## config.mk

```make
export PLATFORM = sky130hd
export DESIGN_NAME = gpio_irq_flat
export DESIGN_NICKNAME = d
export VERILOG_FILES = /design/src/rtl/gpio_irq_if.sv /design/src/rtl/gpio_irq.sv /design/src/flat_wrapper.sv
export SDC_FILE = /design/constraint.sdc
export NUM_CORES = 1
export LEC_CHECK = 0
export ABC_AREA = 1
export BUFFER_PORTS_ARGS = -buffer_cell sky130_fd_sc_hd__buf_2
export CAP_MARGIN = 20
export CELL_PAD_IN_SITES_DETAIL_PLACEMENT = 1
export CELL_PAD_IN_SITES_GLOBAL_PLACEMENT = 2
export CORE_AREA = 10 10 157 86
export CTS_BUF_LIST = sky130_fd_sc_hd__clkbuf_8
export DETAILED_ROUTE_END_ITERATION = 10
export DIE_AREA = 0 0 167 96
export GPL_ROUTABILITY_DRIVEN = 1
export PLACE_DENSITY_LB_ADDON = 0.1
export SYNTH_ARGS = -nofsm -noshare
export SYNTH_HDL_FRONTEND = slang
export SYNTH_SLANG_ARGS = --single-unit
```

## constraint.sdc

```tcl
create_clock -name clk -period 3 [get_ports clk]
set_input_delay 0 -clock clk [delete_from_list [all_inputs] [get_ports clk]]
set_output_delay 0 -clock clk [all_outputs]
set_load 0.02 [all_outputs]
```

## src/rtl/gpio_irq_if.sv

```systemverilog
// Register bus between the CPU I/O decode and the GPIO block.
interface gpio_irq_if;
  logic        sel;
  logic        wr;
  logic [2:0]  adr;
  logic [31:0] wdata;
  logic [31:0] rdata;

  modport master (output sel, wr, adr, wdata, input rdata);
  modport slave  (input sel, wr, adr, wdata, output rdata);
endinterface

```

## src/rtl/gpio_irq.sv

```systemverilog
// GPIO controller: direction, atomic set/clear, synchronised inputs and
// sticky edge interrupts. Per-pin input logic lives in gpio_irq_pin.

// One pin's input path: synchroniser, edge detector and sticky status bit.
module gpio_irq_pin #(
  parameter int SYNC = 2
) (
  input  logic       clk,
  input  logic       rst,
  input  logic       pin,
  input  logic       armed,
  input  logic [1:0] mode,
  input  logic       w1c,
  output logic       sin,
  output logic       status
);
  logic [SYNC-1:0] sync;
  logic            prev;
  logic            rise, fall, ev;

  assign sin  = sync[SYNC-1];
  assign rise = sin & ~prev;
  assign fall = ~sin & prev;
  // mode[0] selects rising, mode[1] falling; armed masks the start-up ramp
  assign ev   = armed & ((mode[0] & rise) | (mode[1] & fall));

  // Shift pin through the synchroniser; a same-cycle event beats the W1C
  always_ff @(posedge clk or posedge rst) begin
    if (rst) begin
      sync   <= '0;
      prev   <= 1'b0;
      status <= 1'b0;
    end else begin
      sync   <= {sync[SYNC-2:0], pin};
      prev   <= sin;
      status <= (status & ~w1c) | ev;
    end
  end
endmodule

module gpio_irq #(
  parameter int W    = 8,
  parameter int SYNC = 2
) (
  input  logic          clk,
  input  logic          rst,
  gpio_irq_if.slave     bus,
  input  logic [W-1:0]  pin_in,
  output logic [W-1:0]  pin_out,
  output logic [W-1:0]  pin_oe,
  output logic          irq
);
  localparam logic [2:0] ARM = 3'(SYNC + 1);

  localparam logic [2:0] A_DATA = 3'd0, A_OE   = 3'd1, A_SET  = 3'd2, A_CLR = 3'd3,
                         A_IE   = 3'd4, A_MODE = 3'd5, A_STAT = 3'd6, A_PEND = 3'd7;

  logic [W-1:0]   out, oe, ie, sin, status, w1c, pend;
  logic [2*W-1:0] mode;
  logic [2:0]     arm_cnt;
  logic           armed, wen;

  assign wen   = bus.sel & bus.wr;
  assign armed = (arm_cnt == ARM);
  assign w1c   = (wen && bus.adr == A_STAT) ? bus.wdata[W-1:0] : '0;
  assign pend  = status & ie;

  assign pin_out = out;
  assign pin_oe  = oe;
  assign irq     = |pend;

  // Hold off edge detection until the synchroniser and prev hold real pin data
  always_ff @(posedge clk or posedge rst) begin
    if (rst)        arm_cnt <= '0;
    else if (!armed) arm_cnt <= arm_cnt + 3'd1;
  end

  // Bus writes to the control registers
  always_ff @(posedge clk or posedge rst) begin
    if (rst) begin
      out  <= '0;
      oe   <= '0;
      ie   <= '0;
      mode <= '0;
    end else if (wen) begin
      case (bus.adr)
        A_DATA: out  <= bus.wdata[W-1:0];
        A_OE:   oe   <= bus.wdata[W-1:0];
        A_SET:  out  <= out | bus.wdata[W-1:0];
        A_CLR:  out  <= out & ~bus.wdata[W-1:0];
        A_IE:   ie   <= bus.wdata[W-1:0];
        A_MODE: mode <= bus.wdata[2*W-1:0];
        default: ;
      endcase
    end
  end

  for (genvar i = 0; i < W; i++) begin : g_pin
    gpio_irq_pin #(.SYNC(SYNC)) u_pin (
      .clk    (clk),
      .rst    (rst),
      .pin    (pin_in[i]),
      .armed  (armed),
      .mode   (mode[2*i+1:2*i]),
      .w1c    (w1c[i]),
      .sin    (sin[i]),
      .status (status[i])
    );
  end

  // Combinational read mux; unused upper bits read as zero
  always_comb begin
    bus.rdata = '0;
    case (bus.adr)
      A_DATA: bus.rdata = 32'(sin);
      A_OE:   bus.rdata = 32'(oe);
      A_SET,
      A_CLR:  bus.rdata = 32'(out);
      A_IE:   bus.rdata = 32'(ie);
      A_MODE: bus.rdata = 32'(mode);
      A_STAT: bus.rdata = 32'(status);
      A_PEND: bus.rdata = {8'(W), 8'd0, 16'(pend)};
      default: bus.rdata = '0;
    endcase
  end
endmodule

```

## src/flat_wrapper.sv

```systemverilog
// flat-port wrapper written by rule: the top's interface ports become plain ports
module gpio_irq_flat 
#(
  parameter int W    = 8,
  parameter int SYNC = 2
)
  (clk, rst, pin_in, pin_out, pin_oe, irq, bus_sel, bus_wr, bus_adr, bus_wdata, bus_rdata);
  gpio_irq_if bus_i ();
  input  logic clk;
  input  logic rst;
  input  logic [W-1:0] pin_in;
  output logic [W-1:0] pin_out;
  output logic [W-1:0] pin_oe;
  output logic irq;
  input wire logic [$bits(bus_i.sel)-1:0] bus_sel;
  input wire logic [$bits(bus_i.wr)-1:0] bus_wr;
  input wire logic [$bits(bus_i.adr)-1:0] bus_adr;
  input wire logic [$bits(bus_i.wdata)-1:0] bus_wdata;
  output wire logic [$bits(bus_i.rdata)-1:0] bus_rdata;
  assign bus_i.sel = bus_sel;
  assign bus_i.wr = bus_wr;
  assign bus_i.adr = bus_adr;
  assign bus_i.wdata = bus_wdata;
  assign bus_rdata = bus_i.rdata;
  gpio_irq #(.W(W), .SYNC(SYNC)) u_core (.clk(clk), .rst(rst), .bus(bus_i), .pin_in(pin_in), .pin_out(pin_out), .pin_oe(pin_oe), .irq(irq));
endmodule
```

==> run summary <==
========================================================================================
Number of DRC violations after detailed routing                                        0
Finish-stage setup viols                                                               0
Clock network latency to the later pin of the worst-skew pair                    0.36 ns
Average via count per standard cell                                                 4.83
Summed negative setup slack over all endpoints                                      0 ns
Cts repair resizes                                                                     0
Share of post-route cells with drive strength above 1                              0.192
Fin crit period                                                                  1.73 ns
Critical path fanouts, max                                                            30
Worst reg2reg setup slack                                                        1.44 ns
Top cells by area in the synthesized netlist                                dfrtp_1 (52%), nand2_1 (13%), o21ai_0 (5.3%)
WHS                                                                             0.117 ns
Cell type with the highest aggregate area in the netlist                         dfrtp_1
Maximum number of pins on one net before global-route repair                          37
Overflow after GRT                                                                     0
Clock tree from TritonCTS                                                           done
Die Height                                                                         96 um
Routed WL per cell                                                               17.2 um
Leakage                                                                          2.32 nW
Post-synthesis instance total                                                        432
CTS Hold Bufs                                                                         25
Portion of the clock cycle consumed by the worst path in the final layout          0.576
Unrepaired setup endpoints after global routing                                    false
Weighted congestion at the end of routability-driven global placement              0.811
Floorplan die area                                                            16000 um^2
Number of flops mapped to enable cells by yosys                                        0
Main synth FF type                                                               dfrtp_1
Worst slew margin relative to its limit                                            0.475
Arrival time of data at the critical path endpoint                               1.73 ns
Std cell rows                                                                         27
Wire length of the first global-routing pass                                    18500 um
Number of cells traversed by the worst register-to-register path                       3
Total number of vias                                                                3239
Count of distinct cell types in the synthesized netlist                               28
Area added between synthesis and finish                                            23.1%
Top achievable clock speed                                                     0.579 GHz
FILL cells                                                                          1297
Yosys top cell area share                                                          0.520
Number of violations of the max-capacitance limit                                      0
Top-level I/O count                                                                   96
Aggregate routed wire length                                                    11600 um
Max-slew violation total from the final report                                         0
Reg2reg end                                                                 u_core.arm_cnt[1]
Synthesis Warnings                                                                     0
Sequential fraction of the synthesis area                                          0.520
Deepest clock path buffer count                                                        2
CP required                                                                      3.00 ns
Worst supply voltage drop on vdd                                                  198 uV
Number of global-route vias before repair                                           3407
Pin slew with the least headroom to its limit                                   0.783 ns
Hold/Removal Path Class                                                     primary input to asynchronous set/reset pin
Drt initial violations                                                               150
Final antenna diode count                                                              0
Area of the mapped netlist                                                     3610 um^2
Number of levels the H-tree was split into                                             3
Post-CTS Setup Bufs                                                                    0
Leading cell type by number of instances after synthesis                         nand2_1
Root Buffer                                                                     clkbuf_8
Category of the critical setup timing path                                  primary input to output port
Total power divided by cell area                                             594 nW/um^2
HPWL reported at the end of detailed placement                                   8740 um
Flop and latch count out of synthesis                                                 75
Final Hold Vio Count                                                                   0
Most common library cells after synthesis                                   nand2_1 (127), dfrtp_1 (75), inv_1 (40), o21ai_0 (38), nand3_1 (25)
Beginning of the worst register-to-register path                            u_core.arm_cnt[0]
CTS buffer count                                                                       9
Number of buffers added on ports                                                      64
Floorplan core area                                                           10800 um^2
Number of clock sinks                                                                 75
Width of the die                                                                  167 um
Critical path endpoint category                                              output port
Total number of nets in the final design                                             570
Clock Skews                                                                   0.00991 ns
Clock slew at reported path FFs                                                  0.09 ns
Element type at the critical path start                                     primary input
Async set-or-reset flop fraction in the synthesized netlist                         1.00
Average cell area after synthesis                                              8.35 um^2
Outcome                                                                     complete, no violations
Detailed-routing iteration count for the pre-antenna-repair pass                       4
Combined area of the multi-input logic cells                                   1420 um^2
Antenna Violating Nets Remaining                                                       0
Initial core utilization                                                           0.335
Initial antenna violation count                                                        0
Seq. cell area                                                                 1880 um^2
All-layer global routing usage                                                     0.146
========================================================================================
==> how the worst max path moves through the flow <==
stage / end / slack [ns] / from / cells after the start
2_1_floorplan: u_core.arm_cnt[0] / 1.09 / rst / 1
3_3_place_gp: bus_rdata[2] / 1.31 / bus_adr[2] / 7
3_5_place_dp: bus_rdata[1] / 1.25 / bus_adr[2] / 7
4_1_cts: bus_rdata[1] / 1.25 / bus_adr[2] / 7
5_1_grt: bus_rdata[1] / 1.11 / bus_adr[2] / 7
6_report: bus_rdata[1] / 1.27 / bus_adr[2] / 7
==> metrics by stage <==
stage	cell area (um^2)	util	worst slack, ns	power, W	std cells
after global routing	4440	0.412	1.11	0.00279	671
after detailed placement	3980	0.369	1.25	0.00181	630
after global placement	3980	0.369	1.31	0.00179	630
after floorplan	3660	-	1.09	0.00161	446
after CTS	4440	0.412	1.25	0.00267	671
final	4440	0.412	1.27	0.00264	671
==> critical path, stage by stage <==
cell	delay, ns
buf_2	0.53
inv_2	0.14
nand2_1	0.44
nor2_1	0.11
a21oi_1	0.17
nand3_1	0.14
buf_2	0.19
==> sequential cells by signal, indices dropped and copies added, names as in the netlist <==
name	count
u_core.arm_cnt	3
u_core.g_pin.u_pin.prev	8
u_core.g_pin.u_pin.status	8
u_core.g_pin.u_pin.sync	16
u_core.ie	8
u_core.mode	16
u_core.pin_oe	8
u_core.pin_out	8
==> kinds of logic after synthesis <==
group                      Yosys count  synth area share
DFF                                 75             0.520
other                                1           0.00104
xor gates and xnor gates             1           0.00243
buffers and inverters               72             0.101
muxes                                1           0.00312
adders and majority gates            2           0.00694
AOI/OAI and AO/OA                   73             0.101
and+or+nand+nor                    207             0.264
==> placed cells by master (no fill, tap or decap), drive strengths merged, types with 2 or more instances in the layout <==
cell / Yosys / final
nand2: 131 / 131
dfrtp: 75 / 75
buf: 26 / 66
o21ai: 57 / 57
inv: 44 / 47
nor2: 29 / 29
nand3: 27 / 27
dlygate4sd3: 0 / 25
nand4: 18 / 18
a21oi: 16 / 16
conb: 1 / 15
clkbuf: 1 / 10
clkinv: 1 / 3
ha: 2 / 2
==> final cells by class <==
cell class / instances / share of cell area
Clock buffer: 10 / 0.0310
Multi-Input combinational cell: 299 / 0.320
Sequential cell: 75 / 0.423
Timing Repair Buffer: 91 / 0.132
Inverter: 45 / 0.0380
Tap cell: 145 / 0.0409
Clock inverter: 6 / 0.0158
==> per-layer routing <==
| layer | part of all wire | track usage | wire (um) | vias up |
|---|---|---|---|---|
| met1 | 0.52 | 0.197 | 6010 | 1618 |
| met5 | 0 | 0 | 0 | - |
| met3 | 0.037 | 0.0407 | 425 | 8 |
| met2 | 0.44 | 0.233 | 5040 | 60 |
| li1 | - | - | - | 1553 |
| met4 | 0.0071 | 0.0305 | 82 | 0 |
==> where the power goes <==
| group | internal (W) | switching, W | total, W |
|---|---|---|---|
| Combinational | 0.000187 | 0.000376 | 0.000563 |
| Clock | 0.000416 | 0.000413 | 0.000828 |
| Sequential | 0.00114 | 0.000100 | 0.00124 |
| Total | 0.00175 | 0.000888 | 0.00264 |
No activity file was read; power rests on OpenSTA's default activity.
